$ cat src/rtl/pipe_stage_reg_if.sv
// Handshaked bundle channel for pipe_stage_reg: upstream side, downstream side,
// flush and status. The stage uses the slave view; its environment uses master.
interface pipe_stage_reg_if #(
  parameter int PC_W    = 32,
  parameter int DATA_W  = 32,
  parameter int INSTR_W = 32,
  parameter int CTRL_W  = 22,
  parameter int CNT_W   = 16
);
  logic               flush;
  logic               in_valid;
  logic               in_ready;
  logic [PC_W-1:0]    in_pc;
  logic [DATA_W-1:0]  in_alu;
  logic [DATA_W-1:0]  in_op2;
  logic [INSTR_W-1:0] in_instr;
  logic [CTRL_W-1:0]  in_ctrl;
  logic               out_valid;
  logic               out_ready;
  logic [PC_W-1:0]    out_pc;
  logic [DATA_W-1:0]  out_alu;
  logic [DATA_W-1:0]  out_op2;
  logic [INSTR_W-1:0] out_instr;
  logic [CTRL_W-1:0]  out_ctrl;
  logic [1:0]         occupancy;
  logic [CNT_W-1:0]   stall_cnt;

  modport master (
    output flush, in_valid, in_pc, in_alu, in_op2, in_instr, in_ctrl, out_ready,
    input  in_ready, out_valid, out_pc, out_alu, out_op2, out_instr, out_ctrl,
           occupancy, stall_cnt
  );

  modport slave (
    input  flush, in_valid, in_pc, in_alu, in_op2, in_instr, in_ctrl, out_ready,
    output in_ready, out_valid, out_pc, out_alu, out_op2, out_instr, out_ctrl,
           occupancy, stall_cnt
  );
endinterface

$ cat src/rtl/pipe_stage_reg.sv
// Generic handshaked pipeline stage register: optional 2-entry skid buffer,
// flush with bubble masking, and a saturating stall-cycle counter.
module pipe_stage_reg #(
  parameter int                 PC_W      = 32,
  parameter int                 DATA_W    = 32,
  parameter int                 INSTR_W   = 32,
  parameter int                 CTRL_W    = 22,
  parameter logic [INSTR_W-1:0] NOP_INSTR = {INSTR_W{1'b0}},
  parameter bit                 SKID_EN   = 1'b1,
  parameter int                 CNT_W     = 16
) (
  input logic             clk,
  input logic             rst,
  pipe_stage_reg_if.slave bus
);
  localparam int BW       = PC_W + 2 * DATA_W + INSTR_W + CTRL_W;
  localparam int INSTR_LO = CTRL_W;
  localparam int OP2_LO   = INSTR_LO + INSTR_W;
  localparam int ALU_LO   = OP2_LO + DATA_W;
  localparam int PC_LO    = ALU_LO + DATA_W;
  localparam logic [CNT_W-1:0] CNT_MAX = {CNT_W{1'b1}};
  localparam logic [CNT_W-1:0] CNT_ONE = CNT_W'(1);

  typedef enum logic [1:0] {
    EMPTY = 2'd0,
    BUSY  = 2'd1,
    FULL  = 2'd2
  } occ_e;

  logic [BW-1:0]    in_bundle_s;
  logic [BW-1:0]    main_r;
  logic [BW-1:0]    main_nxt_s;
  occ_e             occ_r;
  occ_e             occ_nxt_s;
  logic [CNT_W-1:0] cnt_r;
  logic             out_valid_s;
  logic             in_ready_s;
  logic             accept_s;
  logic             pop_s;

  assign in_bundle_s = {bus.in_pc, bus.in_alu, bus.in_op2, bus.in_instr, bus.in_ctrl};
  assign out_valid_s = (occ_r != EMPTY);
  assign accept_s    = bus.in_valid & in_ready_s;
  assign pop_s       = out_valid_s & bus.out_ready;

  if (SKID_EN) begin : g_skid
    logic [BW-1:0] skid_r;
    logic [BW-1:0] skid_nxt_s;
    logic          ready_r;

    // Next occupancy and data movement for the two-entry buffer
    always_comb begin
      main_nxt_s = main_r;
      skid_nxt_s = skid_r;
      occ_nxt_s  = occ_r;
      case (occ_r)
        EMPTY: begin
          if (accept_s) begin
            main_nxt_s = in_bundle_s;
            occ_nxt_s  = BUSY;
          end else begin
            occ_nxt_s  = EMPTY;
          end
        end
        BUSY: begin
          if (accept_s && pop_s) begin
            main_nxt_s = in_bundle_s;
          end else if (accept_s) begin
            skid_nxt_s = in_bundle_s;
            occ_nxt_s  = FULL;
          end else if (pop_s) begin
            occ_nxt_s  = EMPTY;
          end else begin
            occ_nxt_s  = BUSY;
          end
        end
        FULL: begin
          // in_ready is low here, so only a pop can happen
          if (pop_s) begin
            main_nxt_s = skid_r;
            occ_nxt_s  = BUSY;
          end else begin
            occ_nxt_s  = FULL;
          end
        end
        default: occ_nxt_s = EMPTY;
      endcase
    end

    // Skid storage and registered ready (no path from out_ready)
    always_ff @(posedge clk) begin
      if (!rst) begin
        skid_r  <= {BW{1'b0}};
        ready_r <= 1'b1;
      end else if (bus.flush) begin
        ready_r <= 1'b1;
      end else begin
        skid_r  <= skid_nxt_s;
        ready_r <= (occ_nxt_s != FULL);
      end
    end

    assign in_ready_s = ready_r;
  end else begin : g_single
    // Single entry: load on accept, drain on pop
    always_comb begin
      main_nxt_s = main_r;
      occ_nxt_s  = occ_r;
      if (accept_s) begin
        main_nxt_s = in_bundle_s;
        occ_nxt_s  = BUSY;
      end else if (pop_s) begin
        occ_nxt_s  = EMPTY;
      end else begin
        occ_nxt_s  = occ_r;
      end
    end

    assign in_ready_s = !out_valid_s | bus.out_ready;
  end

  // Occupancy state and main data; flush empties but keeps the data
  always_ff @(posedge clk) begin
    if (!rst) begin
      occ_r  <= EMPTY;
      main_r <= {BW{1'b0}};
    end else if (bus.flush) begin
      occ_r  <= EMPTY;
    end else begin
      occ_r  <= occ_nxt_s;
      main_r <= main_nxt_s;
    end
  end

  // Saturating stall counter, cleared only by reset
  always_ff @(posedge clk) begin
    if (!rst) begin
      cnt_r <= {CNT_W{1'b0}};
    end else if (out_valid_s && !bus.out_ready && (cnt_r != CNT_MAX)) begin
      cnt_r <= cnt_r + CNT_ONE;
    end else begin
      cnt_r <= cnt_r;
    end
  end

  assign bus.in_ready  = in_ready_s;
  assign bus.out_valid = out_valid_s;
  assign bus.out_pc    = main_r[PC_LO +: PC_W];
  assign bus.out_alu   = main_r[ALU_LO +: DATA_W];
  assign bus.out_op2   = main_r[OP2_LO +: DATA_W];
  assign bus.out_instr = out_valid_s ? main_r[INSTR_LO +: INSTR_W] : NOP_INSTR;
  assign bus.out_ctrl  = out_valid_s ? main_r[0 +: CTRL_W] : {CTRL_W{1'b0}};
  assign bus.occupancy = occ_r;
  assign bus.stall_cnt = cnt_r;
endmodule

$ cat src/flat_wrapper.sv
// flat-port wrapper written by rule: the top's interface ports become plain ports
module pipe_stage_reg_flat 
#(
  parameter int                 PC_W      = 32,
  parameter int                 DATA_W    = 32,
  parameter int                 INSTR_W   = 32,
  parameter int                 CTRL_W    = 22,
  parameter logic [INSTR_W-1:0] NOP_INSTR = {INSTR_W{1'b0}},
  parameter bit                 SKID_EN   = 1'b1,
  parameter int                 CNT_W     = 16
)
  (clk, rst, bus_flush, bus_in_valid, bus_in_pc, bus_in_alu, bus_in_op2, bus_in_instr, bus_in_ctrl, bus_out_ready, bus_in_ready, bus_out_valid, bus_out_pc, bus_out_alu, bus_out_op2, bus_out_instr, bus_out_ctrl, bus_occupancy, bus_stall_cnt);
  pipe_stage_reg_if #(.PC_W(PC_W), .DATA_W(DATA_W), .INSTR_W(INSTR_W), .CTRL_W(CTRL_W), .CNT_W(CNT_W)) bus_i ();
  input logic clk;
  input logic rst;
  input wire logic [$bits(bus_i.flush)-1:0] bus_flush;
  input wire logic [$bits(bus_i.in_valid)-1:0] bus_in_valid;
  input wire logic [$bits(bus_i.in_pc)-1:0] bus_in_pc;
  input wire logic [$bits(bus_i.in_alu)-1:0] bus_in_alu;
  input wire logic [$bits(bus_i.in_op2)-1:0] bus_in_op2;
  input wire logic [$bits(bus_i.in_instr)-1:0] bus_in_instr;
  input wire logic [$bits(bus_i.in_ctrl)-1:0] bus_in_ctrl;
  input wire logic [$bits(bus_i.out_ready)-1:0] bus_out_ready;
  output wire logic [$bits(bus_i.in_ready)-1:0] bus_in_ready;
  output wire logic [$bits(bus_i.out_valid)-1:0] bus_out_valid;
  output wire logic [$bits(bus_i.out_pc)-1:0] bus_out_pc;
  output wire logic [$bits(bus_i.out_alu)-1:0] bus_out_alu;
  output wire logic [$bits(bus_i.out_op2)-1:0] bus_out_op2;
  output wire logic [$bits(bus_i.out_instr)-1:0] bus_out_instr;
  output wire logic [$bits(bus_i.out_ctrl)-1:0] bus_out_ctrl;
  output wire logic [$bits(bus_i.occupancy)-1:0] bus_occupancy;
  output wire logic [$bits(bus_i.stall_cnt)-1:0] bus_stall_cnt;
  assign bus_i.flush = bus_flush;
  assign bus_i.in_valid = bus_in_valid;
  assign bus_i.in_pc = bus_in_pc;
  assign bus_i.in_alu = bus_in_alu;
  assign bus_i.in_op2 = bus_in_op2;
  assign bus_i.in_instr = bus_in_instr;
  assign bus_i.in_ctrl = bus_in_ctrl;
  assign bus_i.out_ready = bus_out_ready;
  assign bus_in_ready = bus_i.in_ready;
  assign bus_out_valid = bus_i.out_valid;
  assign bus_out_pc = bus_i.out_pc;
  assign bus_out_alu = bus_i.out_alu;
  assign bus_out_op2 = bus_i.out_op2;
  assign bus_out_instr = bus_i.out_instr;
  assign bus_out_ctrl = bus_i.out_ctrl;
  assign bus_occupancy = bus_i.occupancy;
  assign bus_stall_cnt = bus_i.stall_cnt;
  pipe_stage_reg #(.PC_W(PC_W), .DATA_W(DATA_W), .INSTR_W(INSTR_W), .CTRL_W(CTRL_W), .NOP_INSTR(NOP_INSTR), .SKID_EN(SKID_EN), .CNT_W(CNT_W)) u_core (.clk(clk), .rst(rst), .bus(bus_i));
endmodule
$ cat config.mk
export PLATFORM = sky130hd
export DESIGN_NAME = pipe_stage_reg_flat
export DESIGN_NICKNAME = d
export VERILOG_FILES = /design/src/rtl/pipe_stage_reg_if.sv /design/src/rtl/pipe_stage_reg.sv /design/src/flat_wrapper.sv
export SDC_FILE = /design/constraint.sdc
export NUM_CORES = 1
export LEC_CHECK = 0
export BUFFER_PORTS_ARGS = -buffer_cell sky130_fd_sc_hd__clkbuf_2
export CAP_MARGIN = 20
export CORE_MARGIN = 10
export CORE_UTILIZATION = 55
export DETAILED_ROUTE_END_ITERATION = 12
export PLACE_DENSITY = 0.9
export SETUP_SLACK_MARGIN = 0.15
export SLEW_MARGIN = 20
export SYNTH_ARGS = -nofsm -noshare
export SYNTH_HDL_FRONTEND = slang
export SYNTH_SLANG_ARGS = --single-unit
$ cat constraint.sdc
create_clock -name clk -period 2.3 [get_ports clk]
set_clock_uncertainty 0.2 [all_clocks]
set_input_delay 0 -clock clk [delete_from_list [all_inputs] [get_ports clk]]
set_output_delay 0 -clock clk [all_outputs]
set_load 0.05 [all_outputs]
* Word level (Yosys, flattened, before mapping)
Cells that the tools add are included.
** Storage, ports and cells
- Word-level logic and storage cells :: 40
- Output and inout bits :: 170
- Register bits :: 319
** Cells by class
- Reduce and logical (&&, ||, !) cells :: 10
- Eq/ne operators :: 7
- Bitwise operators :: 5
- Mux-type cells :: 12
- Add/subtract/negate cells :: 1
** Operators by type and width (count)
- $mux 150 :: 3
- $pmux 150 s3 :: 1
- $mux 32 :: 1
- $mux 22 :: 1
- $add 16x1->16 const B :: 1
- $ne 16x16->1 const B :: 1
- $mux 2 :: 3
- $ne 2x1->1 const B :: 3
- $pmux 2 s3 :: 1
- $reduce_and 5->1 :: 1
- $reduce_and 4->1 :: 1
- $logic_and 1x1->1 :: 3
- $not 1->1 :: 3
- $reduce_bool 3->1 :: 1
- $and 1x1->1 :: 2
- $eq 2x1->1 const B :: 1
- $eq 2x2->1 const B :: 1
- $logic_not 2->1 :: 1
- $mux 1 :: 2
- $ne 2x2->1 const B :: 1
- $reduce_bool 2->1 :: 1
- $reduce_or 2->1 :: 1
- $logic_not 1->1 :: 1

* Depth between registers and ports, before layout
Gate-level depths: netlist of the first run.
- Word-level depth :: 7
- Gate-level depth with buffers :: 8
- Depth with buffers taken out :: 5

* Least setup slack after synthesis of the first run
Ideal clock, no wire load.
- Path type :: reg2reg
- Start point :: register u_core.cnt_r[0] (netlist: u_core.bus.stall_cnt[0])
- End point :: register u_core.cnt_r[1] (netlist: u_core.bus.stall_cnt[1])
- Cell stages (with the launch flop) :: 7
- Setup slack :: -125 ps
- Setup time :: 128 ps
- Arrival time :: 2098 ps
- Cell sequence :: dfxtp_1 ha_1 nand3_2 o41ai_4 buf_2 mux2i_1 nor2_1
** Between the ends
- Longest elaborated chain between the ends :: 2
- Elaborated cells between the ends (all ways) :: 3
- Classes of those cells :: 1 x add/sub; 1 x eq/ne; 1 x reduce/logical
** Ends and longest elaborated chain
- from (decl) :: line pipe_stage_reg.sv:35 : logic [CNT_W-1:0] cnt_r;
- from (signal assigned) :: line pipe_stage_reg.sv:138 : cnt_r <= {CNT_W{1'b0}};
- from (signal assigned) :: line pipe_stage_reg.sv:140 : cnt_r <= cnt_r + CNT_ONE;
- from (signal assigned) :: line pipe_stage_reg.sv:142 : cnt_r <= cnt_r;
- parallel branches: the longest is 2 deep, another holds $add 16x1->16
Several ways; the timed one is not identified.
A chain may end at the register's enable or synchronous reset.

* Worst setup path in the final report of the first run
- Start point :: register u_core.occ_r[0] (netlist: u_core.bus.occupancy[0])
- End point :: register u_core.main_r[111]
** Between the ends
- Longest elaborated chain between the ends :: 5
- Elaborated cells between the ends (all ways) :: 12
- Classes of those cells :: 5 x eq/ne; 1 x mux; 1 x bitwise; 5 x reduce/logical
** Ends and longest elaborated chain
- from (decl) :: line pipe_stage_reg.sv:33 : occ_e occ_r;
- from (signal assigned) :: line pipe_stage_reg.sv:130 : occ_r <= occ_nxt_s;
- $reduce_bool 2->1 :: line pipe_stage_reg.sv:42 : assign out_valid_s = (occ_r != EMPTY);
- $and 1x1->1 :: line pipe_stage_reg.sv:44 : assign pop_s = out_valid_s & bus.out_ready;
- $logic_and 1x1->1 :: line pipe_stage_reg.sv:66 : if (accept_s && pop_s) begin
- $ne 2x1->1 (no line)
- $reduce_and 5->1 (no line)
- to (signal assigned) :: line pipe_stage_reg.sv:126 : main_r <= {BW{1'b0}};
- to (signal assigned) :: line pipe_stage_reg.sv:131 : main_r <= main_nxt_s;
- to (decl) :: line pipe_stage_reg.sv:31 : logic [BW-1:0] main_r;
Several ways; a longest one is shown, not always the timed one.

==> results of run 1 <==
## how the worst min path moves through the flow
stage | from | endpoint | slack [ns]
finish | bus_in_instr[25] | u_core.g_skid.skid_r[47] | 0.09
global route | bus_in_pc[4] | u_core.g_skid.skid_r[122] | 0.09
CTS | bus_in_alu[12] | u_core.g_skid.skid_r[98] | 0.06
detailed placement | bus_in_op2[30] | u_core.g_skid.skid_r[84] | 0.04
global placement | bus_in_pc[21] | u_core.g_skid.skid_r[139] | 0.03
floorplan | bus_out_ready | u_core.bus.occupancy[1] | -0.12
## cell families after synthesis
kind of cell               count (synthesis)
AOI/OAI and AO/OA                        481
and+or+nand+nor                          405
DFF                                      319
buffers and inverters                    260
muxes                                    153
xor gates and xnor gates                   1
adders and majority gates                  1
## sequential cells by signal, summed over array words and instances, names as in the netlist
name,count
u_core.g_skid.skid_r,150
u_core.bus.in_ready,1
u_core.bus.occupancy,2
u_core.main_r,150
u_core.bus.stall_cnt,16
## critical path, cell delays in order (launching register included)
cell      delay (ns)
dfxtp_2         0.43
nand2b_4        0.21
buf_12          0.31
mux2_2          0.41
o311a_1         0.33
## synthesized netlist by cell type, types with 2 or more instances
cell	instances
a211oi_1	2
a21oi_1	160
a31oi_1	2
and3b_1	2
buf_1	9
buf_2	29
buf_4	96
clkbuf_1	120
dfxtp_1	319
inv_1	5
mux2_1	17
mux2_2	133
mux2i_1	3
nand2_1	307
nand2b_1	4
nand3_1	5
nand3b_1	2
nand4_1	2
nand4_4	2
nor2_1	7
nor2b_1	55
nor3_1	2
nor4_1	3
o21ai_0	5
o21bai_1	151
o311a_1	150
o31ai_1	5
or3_1	3
or4_1	4
## stage by stage
| stage | setup WS [ns] | util |
|---|---|---|
| floorplan | 0.114 | - |
| global placement | 0.284 | 0.601 |
| detailed placement | 0.244 | 0.601 |
| CTS | 0.167 | 0.700 |
| global route | 0.132 | 0.702 |
| finish | 0.220 | 0.702 |
## what timing repair did
item / CTS / global route
buffers inserted: 0 / 1
hold buffers: 155 / 0
endpoints found under the setup margin: 0 / 65
gates resized for setup: 0 / 4
hold endpoints to repair: 311 / 0
## layout make-up
class	instances	area [sq um]	share of cell area
clock inverter	8	70.1	0.00372
multi-input combinational	1041	7170	0.381
inverter	6	25.0	0.00133
timing repair buffer	508	3660	0.195
tap	341	427	0.0227
antenna	6	15.0	0.000798
clock buffer	52	1040	0.0554
sequential	319	6400	0.340
## routing by layer
metal / global-route usage / share of wire / vias to the layer above
li1: - / - / 6275
met1: 0.306 / 0.37 / 6573
met2: 0.446 / 0.48 / 875
met3: 0.0744 / 0.098 / 207
met4: 0.146 / 0.050 / 0
met5: 0 / 0 / -
## where the power goes
part           internal [mW]  total (mW)  switching (mW)
registers               5.74        5.86           0.120
clock network           3.24        5.42            2.18
logic                  0.841        2.16            1.32
total                   9.82        13.4            3.62
==> out/metrics.csv, run 1 <==
metric;value;unit
Placed Cells;2059;
Max Root-Sink Buffers;3;
Worst Reg2Reg Path Length in Cells;4;
FILL cells;1807;
Worst-Skew Late Latency;0.50;ns
initial antenna violation count;5;
CTS root buffer;clkbuf_16;
row count;60;
Core ar.;26800;sq um
final hold vios;0;
layout cells sized above 1;0.293;
Cell Pwr Density;714;nW/um^2
final setup fails;0;
RSZ-0062 raised after global routing;yes;
Yosys top cell by area;dfxtp_1;
most frequent cells in the layout;clkbuf_2, nand2_1, dfxtp_1, a21oi_1, dlygate4sd3_1;
routed length per instance;21.0;microns
Cells after Synth;1620;
CP Data Arrival Time;2.25;ns
Total GRT Usage;0.268;
worst reg2reg startpoint;u_core.bus.occupancy[0];
largest family of logic cells by synthesized area;compound AO/OA/AOI/OAI gates;
Synth Area in XOR/XNOR;0.000588;
Layout Nets;2066;
mux share of post-synthesis cell area;0.115;
final design area excluding fillers;18800;sq um
max-cap violation count;0;
Synth Area in Adders;0.000840;
global-route wire length before repair;74.9;mm
crit share post-route;0.904;
required time of the critical path;2.47;ns
critical path launch point;u_core.bus.occupancy[0];
Routed WL;47.9;mm
WHS Path Cells;4;
crit path kind;reg2reg;
clk sink count;319;
die area;34100;sq um
Synth Area in Compound Gates;0.242;
die width;185;microns
# IOs;325;
CTS tree;yes;
CTS H-tree depth;2;
crit end category;flip-flop;
r2r endpoint;u_core.main_r[111];
Num CTS Buffers;34;
Setup crit end;u_core.main_r[111];
Power Total;13.4;mW
Area contributors post-synth;dfxtp_1, o311a_1, mux2_2;
status;complete, no violations;
Initial Util;0.556;
most common cell after layout, fill and taps aside;clkbuf_2;
I/O Buffers;324;
ys async rst share;0;
Min Hold Slack;0.0923;ns
placed instance area;16100;sq um
largest net degree at the start of global routing;142;
Max transition margin;0.562;
Layout area overhead;26.3;%
Max FO, Critical Path;64;
Fmax;481;MHz
Pre-antenna DRT Iters;7;
worst-margin pin slew;0.657;ns
Congestion Overflow GR;0;
CTS clk-pin slew, worst paths;0.06;ns
Post-route DRC;0;
Yosys Warn Count;0;
Max VDD drop;0.670;mV
leak pwr;7.58;nW
count of state elements after synthesis;319;
sequential element share of the synthesized area;0.429;
simple-gate share of the synthesized area;0.121;
library cells used by synthesis;45;
antenna-violating nets left;0;
HPWL Detailed;26.4;mm
Pins Over Slew Limit;0;
vias per inst;6.11;
count of flip-flops with a built-in enable after synthesis;0;
final non-filler cell total;2281;
Post-Syn Area per Cell;9.19;sq um
syn nets;1776;
final RePlAce weighted congestion;0.793;
Die Ht;185;microns
Mapped Area;14900;sq um
Fin Setup TNS;0;ns
1st-iter DRT viols;1231;
Top FF cell, synth;dfxtp_1;
clock period minus worst slack;2.08;ns
R2R Setup Slk;0.22;ns
routed via count;13900;
top-area cell type share of the netlist area;0.429;
Hold WC Path Type;in2reg;
CP startpoint kind;flip-flop;
number of global-route vias before repair;13800;
Power figures use the tool's default switching activity.
==> run 2: changes to the inputs <==
--- a/config.mk
+++ b/config.mk
@@ -7,7 +7,7 @@
 export LEC_CHECK = 0
 export BUFFER_PORTS_ARGS = -buffer_cell sky130_fd_sc_hd__clkbuf_2
 export CAP_MARGIN = 20
-export CORE_MARGIN = 10
+export CORE_MARGIN = 5
 export CORE_UTILIZATION = 55
 export DETAILED_ROUTE_END_ITERATION = 12
 export PLACE_DENSITY = 0.9
==> constraint.sdc (replaced) <==
create_clock -name clk -period 2.3 [get_ports clk]
set_clock_uncertainty 0.2 [all_clocks]
set_input_delay 0.115 -clock clk [delete_from_list [all_inputs] [get_ports clk]]
set_output_delay 0.115 -clock clk [all_outputs]
set_load 0.05 [all_outputs]
==> run 2 against run 1 <==
Critical path depth unchanged. Combinational power about the same. First-iteration DRC count rose by 0.89%. Fmax decreased by 1.2%. Wire length is 2.4% lower. Utilization increased by 0.55 points. Die area is 11% lower. Critical path type is now reg2out.
==> out/metrics.csv, run 2 (synthesized netlist as in run 1, its figures left out) <==
metric;value;unit;change
Layout area overhead;27.3;%;was 26.3%
Max VDD drop;0.673;mV;was 0.670 mV
Hold WC Path Type;in2reg;;unchanged
status;complete, no violations;;unchanged
Max FO, Critical Path;55;;was 64
final setup fails;0;;unchanged
crit share post-route;0.915;;was 0.904
Max transition margin;0.557;;was 0.562
most frequent cells in the layout;clkbuf_2, nand2_1, dfxtp_1, a21oi_1, dlygate4sd3_1;;unchanged
Fin Setup TNS;0;ns;unchanged
worst-margin pin slew;0.665;ns;was 0.657 ns
Post-route DRC;0;;unchanged
Worst-Skew Late Latency;0.50;ns;about the same
most common cell after layout, fill and taps aside;clkbuf_2;;unchanged
required time of the critical path;1.99;ns;was 2.47 ns
1st-iter DRT viols;1242;;was 1231
Die Ht;175;microns;was 185 microns
Pre-antenna DRT Iters;5;;was 7
HPWL Detailed;24.8;mm;was 26.4 mm
final design area excluding fillers;19000;sq um;was 18800 sq um
Hold Path Origin;bus_in_ctrl[11];;was bus_in_instr[25]
setup slack after placement;0.131;ns;was 0.244 ns
max-cap violation count;0;;unchanged
# IOs;325;;unchanged
number of global-route vias before repair;13800;;about the same
Power Total;14.0;mW;was 13.4 mW
Layout Nets;2069;;was 2066
Total GRT Usage;0.285;;was 0.268
critical path launch point;u_core.bus.occupancy[0];;unchanged
row count;60;;unchanged
I/O Buffers;324;;unchanged
die area;30500;sq um;was 34100 sq um
Congestion Overflow GR;0;;unchanged
Util after Layout;0.708;;was 0.702
die width;175;microns;was 185 microns
Initial Util;0.556;;unchanged
critical path's largest stage delay;0.44;ns;was 0.43 ns
Fmax;475;MHz;was 481 MHz
CP Data Arrival Time;1.79;ns;was 2.25 ns
placed instance area;16100;sq um;about the same
final RePlAce weighted congestion;0.804;;was 0.793
Max Root-Sink Buffers;3;;unchanged
layout cells sized above 1;0.296;;was 0.293
largest net degree at the start of global routing;132;;was 142
Multi-input gate area;7170;sq um;about the same
CTS tree;yes;;unchanged
RSZ-0062 raised after global routing;yes;;unchanged
routed length per instance;20.5;microns;was 21.0 microns
crit end category;primary output;;was flip-flop
Num CTS Buffers;35;;was 34
antenna-violating nets left;0;;unchanged
FILL cells;1730;;was 1807
CTS H-tree depth;2;;unchanged
CP startpoint kind;flip-flop;;unchanged
Crit-path slowest cell;dfxtp_2;;unchanged
clock period minus worst slack;2.11;ns;was 2.08 ns
CTS root buffer;clkbuf_16;;unchanged
CTS clk-pin slew, worst paths;0.06;ns;about the same
final hold vios;0;;unchanged
global-route wire length before repair;73.2;mm;was 74.9 mm
Core ar.;26800;sq um;unchanged
worst reg2reg startpoint;u_core.bus.occupancy[0];;unchanged
Pins Over Slew Limit;0;;unchanged
vias per inst;6.12;;was 6.11
crit path kind;reg2out;;was reg2reg
routed via count;14000;;was 13900
leak pwr;7.66;nW;was 7.58 nW
Cell Chain, Critical Path;nor2_4 > buf_12 > nor2b_1 > buf_4;;was nand2b_4 > buf_12 > mux2_2 > o311a_1
Seq. cell area;6400;sq um;about the same
initial antenna violation count;3;;was 5
Routed WL;46.7;mm;was 47.9 mm
Setup WS post-layout;0.195;ns;was 0.220 ns
Cell Pwr Density;740;nW/um^2;was 714 nW/um^2
clk sink count;319;;unchanged
[run 2: cell types whose count changed in the layout (fill, tap and decap cells not counted), sizes merged]
| cell | delta |
|---|---|
| clkinvlp | -1 |
| clkbuf | -1 |
| diode | -4 |
| bufinv | +4 |
| buf | +2 |
[run 2: timing repair]
action                     4_1_cts  5_1_grt
hold endpoints to repair       306        0
cloned                           0        1
setup endpoints to repair        7       75
pin swaps                        1        1
hold buffers                   155        0
resized for setup                3        9
setup buffers                    0        2
[run 2: layout make-up]
type                       count  area share
multi-input combinational   1041       0.378
sequential                   319       0.338
timing repair buffer         510       0.194
clock buffer                  51      0.0563
tap                          341      0.0225
clock inverter                11     0.00963
inverter                       6     0.00145
antenna                        2    0.000264
[run 2: where the power goes]
group | internal (mW) | switching (mW) | total, mW | leakage, nW
logic | 0.836 | 1.30 | 2.13 | 4.44
registers | 5.74 | 0.119 | 5.86 | 2.61
clock network | 3.78 | 2.25 | 6.03 | 0.617
[run 2: through the flow]
step           std cells  hold WS, ns
2_1_floorplan       1620     -0.00820
3_3_place_gp        2059        0.148
3_5_place_dp        2059        0.156
4_1_cts             2276        0.179
5_1_grt             2281        0.203
6_report            2281        0.211
[run 2: path summary, 6_finish.rpt]
check / endpoint / slack (ns) / depth (start not counted)
max reg2reg: u_core.main_r[67] / 0.23 / 5
max: bus_out_ctrl[1] / 0.19 / 4
min: u_core.g_skid.skid_r[11] / 0.21 / 4
min reg2reg: u_core.g_skid.skid_r[99] / 0.25 / 2
[run 2: routing by layer]
metal	GRT usage	routed length, microns	up-vias
met5	0	7	-
met4	0.134	2430	2
met3	0.0634	3580	209
met2	0.497	22900	789
met1	0.335	17800	6666
li1	-	-	6291
[run 2: critical path, delay by kind of cell (launching register included)]
kind          cells  cell delay, ns
simple gates      2            0.34
flops             1            0.44
buf+inv           2            0.44
